`src/rtl/bin_loader.sv`:
```
// Purpose : loads a PAL BIN paper-tape image (8-bit frames) into 12-bit memory and verifies the trailing checksum.
// Latency : a data word is written once the following word's high frame is accepted; done rises the cycle after the trailer is accepted.
// Backpr. : in_ready drops for the whole memory write (until mem_finished) and permanently once done.
//
// Ports:
//   clk, reset                 clock, synchronous active-high reset
//   in_data/in_valid/in_ready  tape frame stream, frame taken when in_valid && in_ready
//   address/write_data/write_enable/mem_finished
//                              memory write port, write_enable held until the mem_finished pulse
//   busy, done, checksum_ok, checksum_err
//                              load status, done and the checksum flags are sticky until reset
module bin_loader (
    input  logic        clk,
    input  logic        reset,
    input  logic [7:0]  in_data,
    input  logic        in_valid,
    output logic        in_ready,
    output logic [11:0] address,
    output logic [11:0] write_data,
    output logic        write_enable,
    input  logic        mem_finished,
    output logic        busy,
    output logic        done,
    output logic        checksum_ok,
    output logic        checksum_err
);

    typedef enum logic [2:0] {
        LEADER,
        HIGH,
        LOW_DONE,
        WRITE,
        DONE
    } state_t;

    state_t      state;
    logic [7:0]  cur_hi;      // high frame of the word being assembled
    logic [7:0]  pend_hi;     // frames of the assembled, not yet committed word
    logic [7:0]  pend_lo;
    logic [11:0] sum;
    logic [11:0] load_addr;

    logic        accept;
    logic        is_trailer;  // 0o200-class frame: leader or trailer
    logic        is_field;    // field-setting frame, ignored everywhere
    logic        is_high;     // origin or data high frame
    logic [11:0] pend_word;
    logic        pend_origin;

    assign accept      = in_valid && in_ready;
    assign is_trailer  = (in_data[7:6] == 2'b10);
    assign is_field    = (in_data[7:6] == 2'b11);
    assign is_high     = !in_data[7];
    assign pend_word   = {pend_hi[5:0], pend_lo[5:0]};
    assign pend_origin = pend_hi[6];

    always_ff @(posedge clk) begin
        if (reset) begin
            state        <= LEADER;
            cur_hi       <= 8'd0;
            pend_hi      <= 8'd0;
            pend_lo      <= 8'd0;
            sum          <= 12'd0;
            load_addr    <= 12'd0;
            in_ready     <= 1'b1;
            address      <= 12'd0;
            write_data   <= 12'd0;
            write_enable <= 1'b0;
            busy         <= 1'b0;
            done         <= 1'b0;
            checksum_ok  <= 1'b0;
            checksum_err <= 1'b0;
        end else begin
            case (state)
                LEADER: begin
                    // Leader frames (and stray 0o200 with nothing pending) are skipped.
                    if (accept && is_high) begin
                        cur_hi <= in_data;
                        busy   <= 1'b1;
                        state  <= HIGH;
                    end
                end

                HIGH: begin
                    if (accept) begin
                        if (is_trailer) begin
                            // Tape ended mid-word: format error.
                            done         <= 1'b1;
                            checksum_err <= 1'b1;
                            busy         <= 1'b0;
                            in_ready     <= 1'b0;
                            state        <= DONE;
                        end else if (!is_field) begin
                            pend_hi <= cur_hi;
                            pend_lo <= in_data;
                            state   <= LOW_DONE;
                        end
                    end
                end

                LOW_DONE: begin
                    if (accept) begin
                        if (is_trailer) begin
                            // The pending word is the checksum; it is never written.
                            done         <= 1'b1;
                            checksum_ok  <= (pend_word == sum);
                            checksum_err <= (pend_word != sum);
                            busy         <= 1'b0;
                            in_ready     <= 1'b0;
                            state        <= DONE;
                        end else if (is_high) begin
                            // A new word starts, so the pending one is real data: commit it.
                            sum    <= sum + {4'd0, pend_hi} + {4'd0, pend_lo};
                            cur_hi <= in_data;
                            if (pend_origin) begin
                                load_addr <= pend_word;
                                state     <= HIGH;
                            end else begin
                                address      <= load_addr;
                                write_data   <= pend_word;
                                write_enable <= 1'b1;
                                in_ready     <= 1'b0;
                                state        <= WRITE;
                            end
                        end
                    end
                end

                WRITE: begin
                    if (mem_finished) begin
                        write_enable <= 1'b0;
                        in_ready     <= 1'b1;
                        load_addr    <= load_addr + 12'd1;
                        state        <= HIGH;
                    end
                end

                DONE: begin
                    // Sticky until reset.
                end

                default: state <= LEADER;
            endcase
        end
    end

endmodule

```
`config.mk`:
```
export PLATFORM = sky130hd
export DESIGN_NAME = bin_loader
export DESIGN_NICKNAME = d
export VERILOG_FILES = /design/src/rtl/bin_loader.sv
export SDC_FILE = /design/constraint.sdc
export NUM_CORES = 1
export LEC_CHECK = 0
export CAP_MARGIN = 20
export CORE_MARGIN = 5
export CORE_UTILIZATION = 40
export DETAILED_ROUTE_END_ITERATION = 7
export GPL_TIMING_DRIVEN = 1
export MAX_ROUTING_LAYER = met4
export PLACE_DENSITY = 0.59
export RECOVER_POWER = 50
export SYNTH_ARGS = -nofsm -noshare
export SYNTH_HDL_FRONTEND = slang
export SYNTH_SLANG_ARGS = --single-unit
```
`constraint.sdc`:
```
create_clock -name clk -period 2.65 [get_ports clk]
set_input_delay 0.265 -clock clk [delete_from_list [all_inputs] [get_ports clk]]
set_output_delay 0.265 -clock clk [all_outputs]
set_load 0.02 [all_outputs]
```
# ---- After elaboration in Yosys (flattened, before gate mapping)
# Cells that the tools add are included.
dict set report word_totals {
  reg_bits 81
  wordCells 109
}
dict set report classes {
  add_sub_neg 3
  eq_ne 23
  muxes 42
  bitwise 5
  reduce_logical 22
}
# op count
set op_table {}
lappend op_table {{12-bit 2-to-1 mux} 5}
lappend op_table {{8-bit 2-to-1 mux} 4}
lappend op_table {{12-bit by 8-bit adder with 12-bit output} 2}
lappend op_table {{3-bit 2-to-1 mux} 8}
lappend op_table {{12-bit case mux with 2 select lines} 1}
lappend op_table {{2-bit inequality test (second input constant)} 10}
lappend op_table {{1-bit 2-to-1 mux} 17}
lappend op_table {{8-bit case mux with 2 select lines} 1}
lappend op_table {{3-bit case mux with 5 select lines} 1}
lappend op_table {{5-bit AND reduction} 3}
lappend op_table {{7-bit AND reduction} 2}
lappend op_table {{12-bit by 1-bit adder with 12-bit output (second input constant)} 1}
lappend op_table {{12-bit equality test} 1}
lappend op_table {{12-bit inequality test} 1}
lappend op_table {{4-bit AND reduction} 3}
lappend op_table {{6-bit AND reduction} 2}
lappend op_table {{3-bit inequality test (second input constant)} 3}
lappend op_table {{2-bit nonzero test} 4}
lappend op_table {{3-bit by 2-bit equality test with 1-bit output (second input constant)} 2}
lappend op_table {{1-bit case mux with 2 select lines} 3}
lappend op_table {{3-bit AND reduction} 2}
lappend op_table {{1-bit inverter} 5}
lappend op_table {{2-bit equality test (second input constant)} 2}
lappend op_table {{2-bit by 1-bit inequality test with 1-bit output (second input constant)} 2}
lappend op_table {{9 further kinds} 10}

# ---- Longest topological paths before layout
# Gate-level depths: netlist of run 1.
dict set report logic_depth {
  ltp_word 5
  depth_mapped 10
  ltp_nobuf 10
}

# ---- Worst setup path before layout of run 1
# OpenSTA, ideal clock, no wires.
dict set report synth_path {
  kind {flip-flop to flip-flop}
  from {register pend_lo[5]}
  to {register sum[10]}
  setup_time_ps 121
  t_arrival_ps 2112
  t_required_ps 2529
  slack_ps 418
  stages_incl_launch_ff 9
  path_buffers 1
  cell_sequence {dfxtp_1 -> fa_1 -> ha_1 -> buf_2 -> a21oi_1 -> and2_1 -> a211oi_1 -> o211ai_1 -> mux2_2}
}
dict set report synth_between {
  elab_chain_cells 1
}
# element line
set synth_rtl {}
lappend synth_rtl {{start, declared} 39} ;# logic [7:0] pend_lo;
lappend synth_rtl {{start signal, assigned} 95} ;# pend_lo <= in_data;
lappend synth_rtl {{12-bit by 8-bit adder with 12-bit output} 113} ;# sum <= sum + {4'd0, pend_hi} + {4'd0, pend_lo};
lappend synth_rtl {{end signal, assigned} 113}
lappend synth_rtl {{end, declared} 40} ;# logic [11:0] sum;
# Every way passes these cells.
# A chain may end at the register's enable or synchronous reset.

# ---- Final worst setup path of run 1
dict set report layout_path {
  from {register pend_hi[5]}
  to {register sum[10]}
}
dict set report layout_between {
  elab_chain_cells 2
}
# element line
set layout_rtl {}
lappend layout_rtl {{start, declared} 38} ;# logic [7:0] pend_hi;
lappend layout_rtl {{start signal, assigned} 94} ;# pend_hi <= cur_hi;
lappend layout_rtl {{12-bit by 8-bit adder with 12-bit output (2 in series)} 113}
# Every way passes these cells.

==> results of run 1 <==
==> through the flow <==
| stage | instances | util |
|---|---|---|
| floorplan | 487 | - |
| global placement | 652 | 0.470 |
| detailed placement | 652 | 0.470 |
| CTS | 668 | 0.488 |
| global route | 668 | 0.485 |
| finish | 668 | 0.485 |
==> synthesized netlist by cell type (2+ instances only) <==
| master | n |
|---|---|
| nand2_1 | 118 |
| dfxtp_1 | 81 |
| a21oi_1 | 65 |
| nor2_1 | 28 |
| o21ai_0 | 15 |
| xnor2_1 | 15 |
| clkbuf_1 | 12 |
| nand3_1 | 11 |
| mux2i_1 | 10 |
| fa_1 | 9 |
| ha_1 | 9 |
| buf_2 | 8 |
| inv_1 | 8 |
| nand4_1 | 8 |
| nand2b_1 | 7 |
| nor2b_1 | 6 |
| nor3_1 | 6 |
| a211oi_1 | 5 |
| o31ai_1 | 5 |
| and2_1 | 4 |
| a31oi_1 | 3 |
| a32oi_1 | 3 |
| buf_1 | 3 |
| buf_4 | 3 |
| or3_1 | 3 |
| xor2_1 | 3 |
| a21o_1 | 2 |
| a311oi_1 | 2 |
| and3_1 | 2 |
| buf_6 | 2 |
| nand3b_1 | 2 |
| o2111ai_1 | 2 |
| o211ai_1 | 2 |
==> per-layer routing <==
metal,vias up,GRT usage
met5,-,-
met4,0,0.0572
met3,11,0.0448
met2,74,0.314
met1,1656,0.231
li1,1762,-
==> final cells by class <==
cell class                      instances  area, um2  share of cell area
Clock buffer                            9        124              0.0261
Clock inverter                          7       60.1              0.0127
Inverter                                8       30.0             0.00633
Multi-Input combinational cell        369       2200               0.463
Sequential cell                        81       1620               0.342
Tap cell                              133        166              0.0351
Timing Repair Buffer                   61        544               0.115
==> worst max path at each step <==
stage | slack [ns] | cells past startpoint | start | end
finish | 0.19 | 7 | pend_hi[5] | sum[10]
global placement | 0.34 | 8 | pend_lo[1] | sum[7]
CTS | 0.18 | 7 | pend_lo[5] | sum[10]
detailed placement | 0.21 | 7 | pend_hi[5] | sum[10]
global route | 0.06 | 7 | pend_hi[5] | sum[10]
floorplan | 0.42 | 8 | pend_lo[5] | sum[10]
==> registers in the layout, indices dropped and copies added (netlist names), 3 cells and up <==
signal,flops
address,12
load_addr,12
sum,12
write_data,12
cur_hi,8
pend_hi,8
pend_lo,8
state,3
==> worst min-delay path, stage by stage <==
cell and delay (ns):
buf_2 0.10, inv_1 0.15, o211a_1 0.15
==> power by group through the flow <==
stage	Sequential (uW)	Combinational, uW	Clock [uW]
floorplan	1270	97.3	0
global placement	1280	148	0
detailed placement	1280	150	0
CTS	1250	150	902
global route	1250	158	949
finish	1250	145	878
==> cells in the final DEF (no fill, tap or decap), types with 9 or more instances in the layout <==
cell / instances
xnor2_1: 15
buf_4: 17
clkdlybuf4s50_1: 10
a21oi_1: 65
fa_1: 9
dlygate4sd3_1: 30
nand3_1: 11
nand2_1: 119
nor2_1: 28
clkbuf_8: 9
ha_1: 9
dfxtp_1: 81
mux2i_1: 10
o21ai_0: 15
==> cell families (layout without fill, tap and decap cells) <==
kind of cell               count (synthesis)  in the layout  synth area share
and+or+nand+nor                          207            207             0.242
AOI/OAI and AO/OA                        115            115             0.171
DFF                                       81             81             0.404
buffers and inverters                     37             85            0.0439
adders and majority gates                 18             18            0.0729
xor gates and xnor gates                  18             18            0.0393
muxes                                     11             11            0.0277
==> results.json, run 1 <==
{
  "cts-resized-gates": 0,
  "dpl.hpwl_um": 7550,
  "cp_max_fo": 7,
  "cp_top_family": "adder cells",
  "cts_tree": "yes",
  "cts.sinks": 81,
  "finalHoldViolCount": 0,
  "h-tree-depth": 3,
  "power_uw": 2270,
  "synth_edf_count": 0,
  "numCtsBuffers": 9,
  "reg2reg_depth": 7,
  "powerDensity_nw_per_um2": 479,
  "finalSetupTns_ns": 0,
  "synth_area_leaders": "dfxtp_1, nand2_1, a21oi_1",
  "fmax_mhz": 406,
  "wl_met1_um": 4750,
  "grt_use_total": 0.190,
  "synth.distinct_cells": 58,
  "maxSlewHeadroom": 0.435,
  "netlist_area_um2": 4020,
  "cp_num_buf_inv": 0,
  "insertion_delay_ns": 0.36,
  "antenna_found_initial": 0,
  "die_area_um2": 12100,
  "grt-ovfl-total": 0,
  "maxSlewViolCount": 0,
  "fin_crit_ns": 2.46,
  "ys_seq_elements": 81,
  "setup_viol": 0,
  "area_growth_pct": 18.1,
  "drc": 0,
  "comb_power_share": 0.064,
  "antenna_cells": 0,
  "top_layer": "met4",
  "drtPass1Iterations": 5,
  "worst_path_max_delay_cell": "dfxtp_1",
  "setup_ws_ns": 0.188,
  "worstHoldStart": "reset",
  "num_rows": 36,
  "synthCells": 487,
  "cpPeakStageDelay_ns": 0.46,
  "grt_pass1_vias": 3530,
  "pre_cts_ws_ns": 0.212,
  "wl_met3_um": 451,
  "worstSetupStartpointType": "flop",
  "cap_violations": 0,
  "cts.path.max_buffers": 2,
  "fin_crit_sh": 0.929,
  "r2r_slack_ns": 0.19,
  "critical_path.cell_chain": "fa_1 -> ha_1 -> a21oi_1 -> and2_1 -> a211oi_1 -> o211ai_1 -> mux2_2",
  "io_buffer_count": 41,
  "num-nets-final": 560,
  "worstMarginPinSlew_ns": 0.848,
  "p_sw_uw": 621,
  "wl_per_cell_um": 15.7,
  "status": "complete, no violations",
  "routed_wl_um": 10500,
  "critPathCaptureType": "flop",
  "via_count": 3503,
  "synthFlopType": "dfxtp_1",
  "ys_warn_count": 0,
  "synth_area_leader_cell": "dfxtp_1",
  "fillers": 1020,
  "r2r_start": "pend_hi[5]",
  "synthArstFlopShare": 0,
  "p_clk_frac": 0.387,
  "ctsHoldBuffers": 0,
  "post_cts_buffers": 0,
  "die_x_um": 110,
  "drive_gt1_frac": 0.0766,
  "leakagePower_uw": 0.00179,
  "min_to": "checksum_err",
  "avgViaCountPerCell": 5.24,
  "cp.arrival_ns": 2.71,
  "gp_congestion": 0.891,
  "p_seq_frac": 0.550,
  "fin_area_um2": 4740,
  "initialDrtViolationCount": 216,
  "cp_data_required_time_ns": 2.90,
  "synth_area_per_cell_um2": 8.24,
  "skew_ns": 0.0105,
  "grt_pass1_wl_um": 17300,
  "swShare": 0.274,
  "detail-route-antenna-nets": 0,
  "yosys.area.top_type_share": 0.404,
  "rsz0062_at_grt": "no",
  "grt_max_degree": 42,
  "holdPathStages": 3,
  "holdCritPathClass": "in2reg",
  "placed_area_um2": 4590,
  "syn-num-nets": 517,
  "p_int_uw": 1650,
  "cts-root-buf": "clkbuf_8",
  "hold_slack_ns": 0.348,
  "core_area_um2": 9770,
  "worstSetupPathType": "reg2reg",
  "seq_area_frac_synth": 0.404,
  "dieHeight_um": 110,
  "ios": 42,
  "start_util": 0.411,
  "ir_drop_mv": 0.265,
  "rr_endpoint": "sum[10]",
  "clk_pin_slew_ns": 0.10,
  "dr_wl_met2_um": 5190
}
No activity file was read; power rests on OpenSTA's default activity.
==> inputs of run 2 (changes only) <==
Settings changed: CORE_ASPECT_RATIO set to 1.2.
==> results.json, run 2 (synthesized netlist as in run 1, its figures left out) <==
{
  "insertion_delay_ns": 0.33,
  "reg2reg_depth": 7,
  "cap_violations": 0,
  "antenna_cells": 0,
  "worstMarginPinSlew_ns": 0.749,
  "cts-resized-gates": 0,
  "status": "complete, no violations",
  "drive_gt1_frac": 0.0710,
  "via_count": 3489,
  "cts-root-buf": "clkbuf_16",
  "drc": 0,
  "leakagePower_uw": 0.00184,
  "setup_viol": 0,
  "cp_max_fo": 7,
  "numCtsBuffers": 9,
  "cts.sinks": 81,
  "grt-ovfl-total": 0,
  "cts.path.max_buffers": 2,
  "holdCritPathClass": "in2reg",
  "num-nets-final": 560,
  "h-tree-depth": 3,
  "detail-route-antenna-nets": 0,
  "grt_pass1_wl_um": 16900,
  "area_growth_pct": 21.4,
  "dieHeight_um": 120,
  "fin_crit_sh": 0.895,
  "drtPass1Iterations": 5,
  "worstSetupStartpointType": "flop",
  "crit_start": "pend_lo[5]",
  "worstSetupPathType": "reg2reg",
  "critPathCaptureType": "flop",
  "placed_area_um2": 4610,
  "num_rows": 40,
  "dpl.hpwl_um": 7300,
  "grt_pass1_vias": 3380,
  "clk_pin_slew_ns": 0.06,
  "io_buffer_count": 41,
  "start_util": 0.405,
  "routed_wl_um": 10100,
  "fin_area_um2": 4870,
  "crit_path_end": "sum[10]",
  "finalSetupTns_ns": 0,
  "ios": 42,
  "final_common_cell": "nand2_1",
  "gp_congestion": 0.899,
  "fmax_mhz": 422,
  "initialDrtViolationCount": 149,
  "rr_endpoint": "sum[10]",
  "hold_slack_ns": 0.380,
  "finalNonFillerCells": 661,
  "ir_drop_mv": 0.284,
  "grt_use_total": 0.181,
  "worstHoldStart": "reset",
  "cp_data_required_time_ns": 2.87,
  "antenna_found_initial": 0,
  "maxSlewHeadroom": 0.501,
  "fin_crit_ns": 2.37,
  "r2r_start": "pend_lo[5]",
  "rsz0062_at_grt": "no",
  "maxSlewViolCount": 0,
  "cts_tree": "yes",
  "powerDensity_nw_per_um2": 537,
  "finalHoldViolCount": 0,
  "grt_max_degree": 80,
  "core_area_um2": 9910,
  "ctsHoldBuffers": 0,
  "r2r_slack_ns": 0.28,
  "die_x_um": 101,
  "skew_ns": 0.00502,
  "post_cts_buffers": 0,
  "wl_per_cell_um": 15.4,
  "place_inst": 645,
  "die_area_um2": 12100,
  "mostFrequentLayoutCells": "nand2_1, dfxtp_1, a21oi_1, dlygate4sd3_1, nor2_1",
  "finalCoreUtilization": 0.492,
  "avgViaCountPerCell": 5.28,
  "cp.arrival_ns": 2.59
}
## run 2: cell count changes in the layout (fill, tap and decap cells not counted), sizes merged
cell / change
clkbuf: +6
inv: -5
buf: -2
bufinv: +1
clkdlybuf4s50: -1
dlygate4sd3: +1
## run 2: worst min path at each step
stage               cells after the start            to  slack, ns
floorplan                               2    pend_lo[6]       0.40
global placement                        2    pend_hi[7]       0.43
detailed placement                      2    pend_hi[7]       0.44
CTS                                     3  checksum_err       0.38
global route                            3  checksum_err       0.41
finish                                  3  checksum_err       0.38
## run 2: per-layer routing
layer,global-route usage,vias to the layer above,share of wire
met4,0.0665,0,0.017
met2,0.288,91,0.49
li1,-,1758,-
met3,0.0308,14,0.044
met5,-,-,0
met1,0.230,1626,0.45
## run 2: critical path: stages (launching register included)
cell and delay (ns):
dfxtp_1 0.43, fa_1 0.47, ha_1 0.40, a21oi_1 0.19
and2_1 0.18, a211oi_1 0.08, o211ai_1 0.17, mux2_2 0.35
## run 2: stage by stage
stage / total power [uW] / setup slack [ns]
2_1_floorplan: 1370 / 0.418
5_1_grt: 2720 / 0.181
6_report: 2620 / 0.278
4_1_cts: 2660 / 0.277
3_3_place_gp: 1430 / 0.351
3_5_place_dp: 1430 / 0.309
## run 2: report_power, final
part	switching [uW]	leakage (uW)	internal, uW
combinational	85.5	0.00104	59.1
sequential	18.7	0.000654	1230
clock	470	0.000144	753
## run 2: cell type report
cell class                      count  area [um2]
Fill cell                         995        5030
Multi-Input combinational cell    369        2210
Sequential cell                    81        1620
Timing Repair Buffer               61         562
Clock buffer                       13         250
Tap cell                          126         158
Clock inverter                      3        40.0
Inverter                            8        30.0
==> inputs of run 3 (changes only) <==
Settings changed: CAP_MARGIN 20 to unset, SETUP_SLACK_MARGIN set to 0.15.
==> results of run 3 <==
The final DEF is identical to that of run 2; final timing and power are the same.
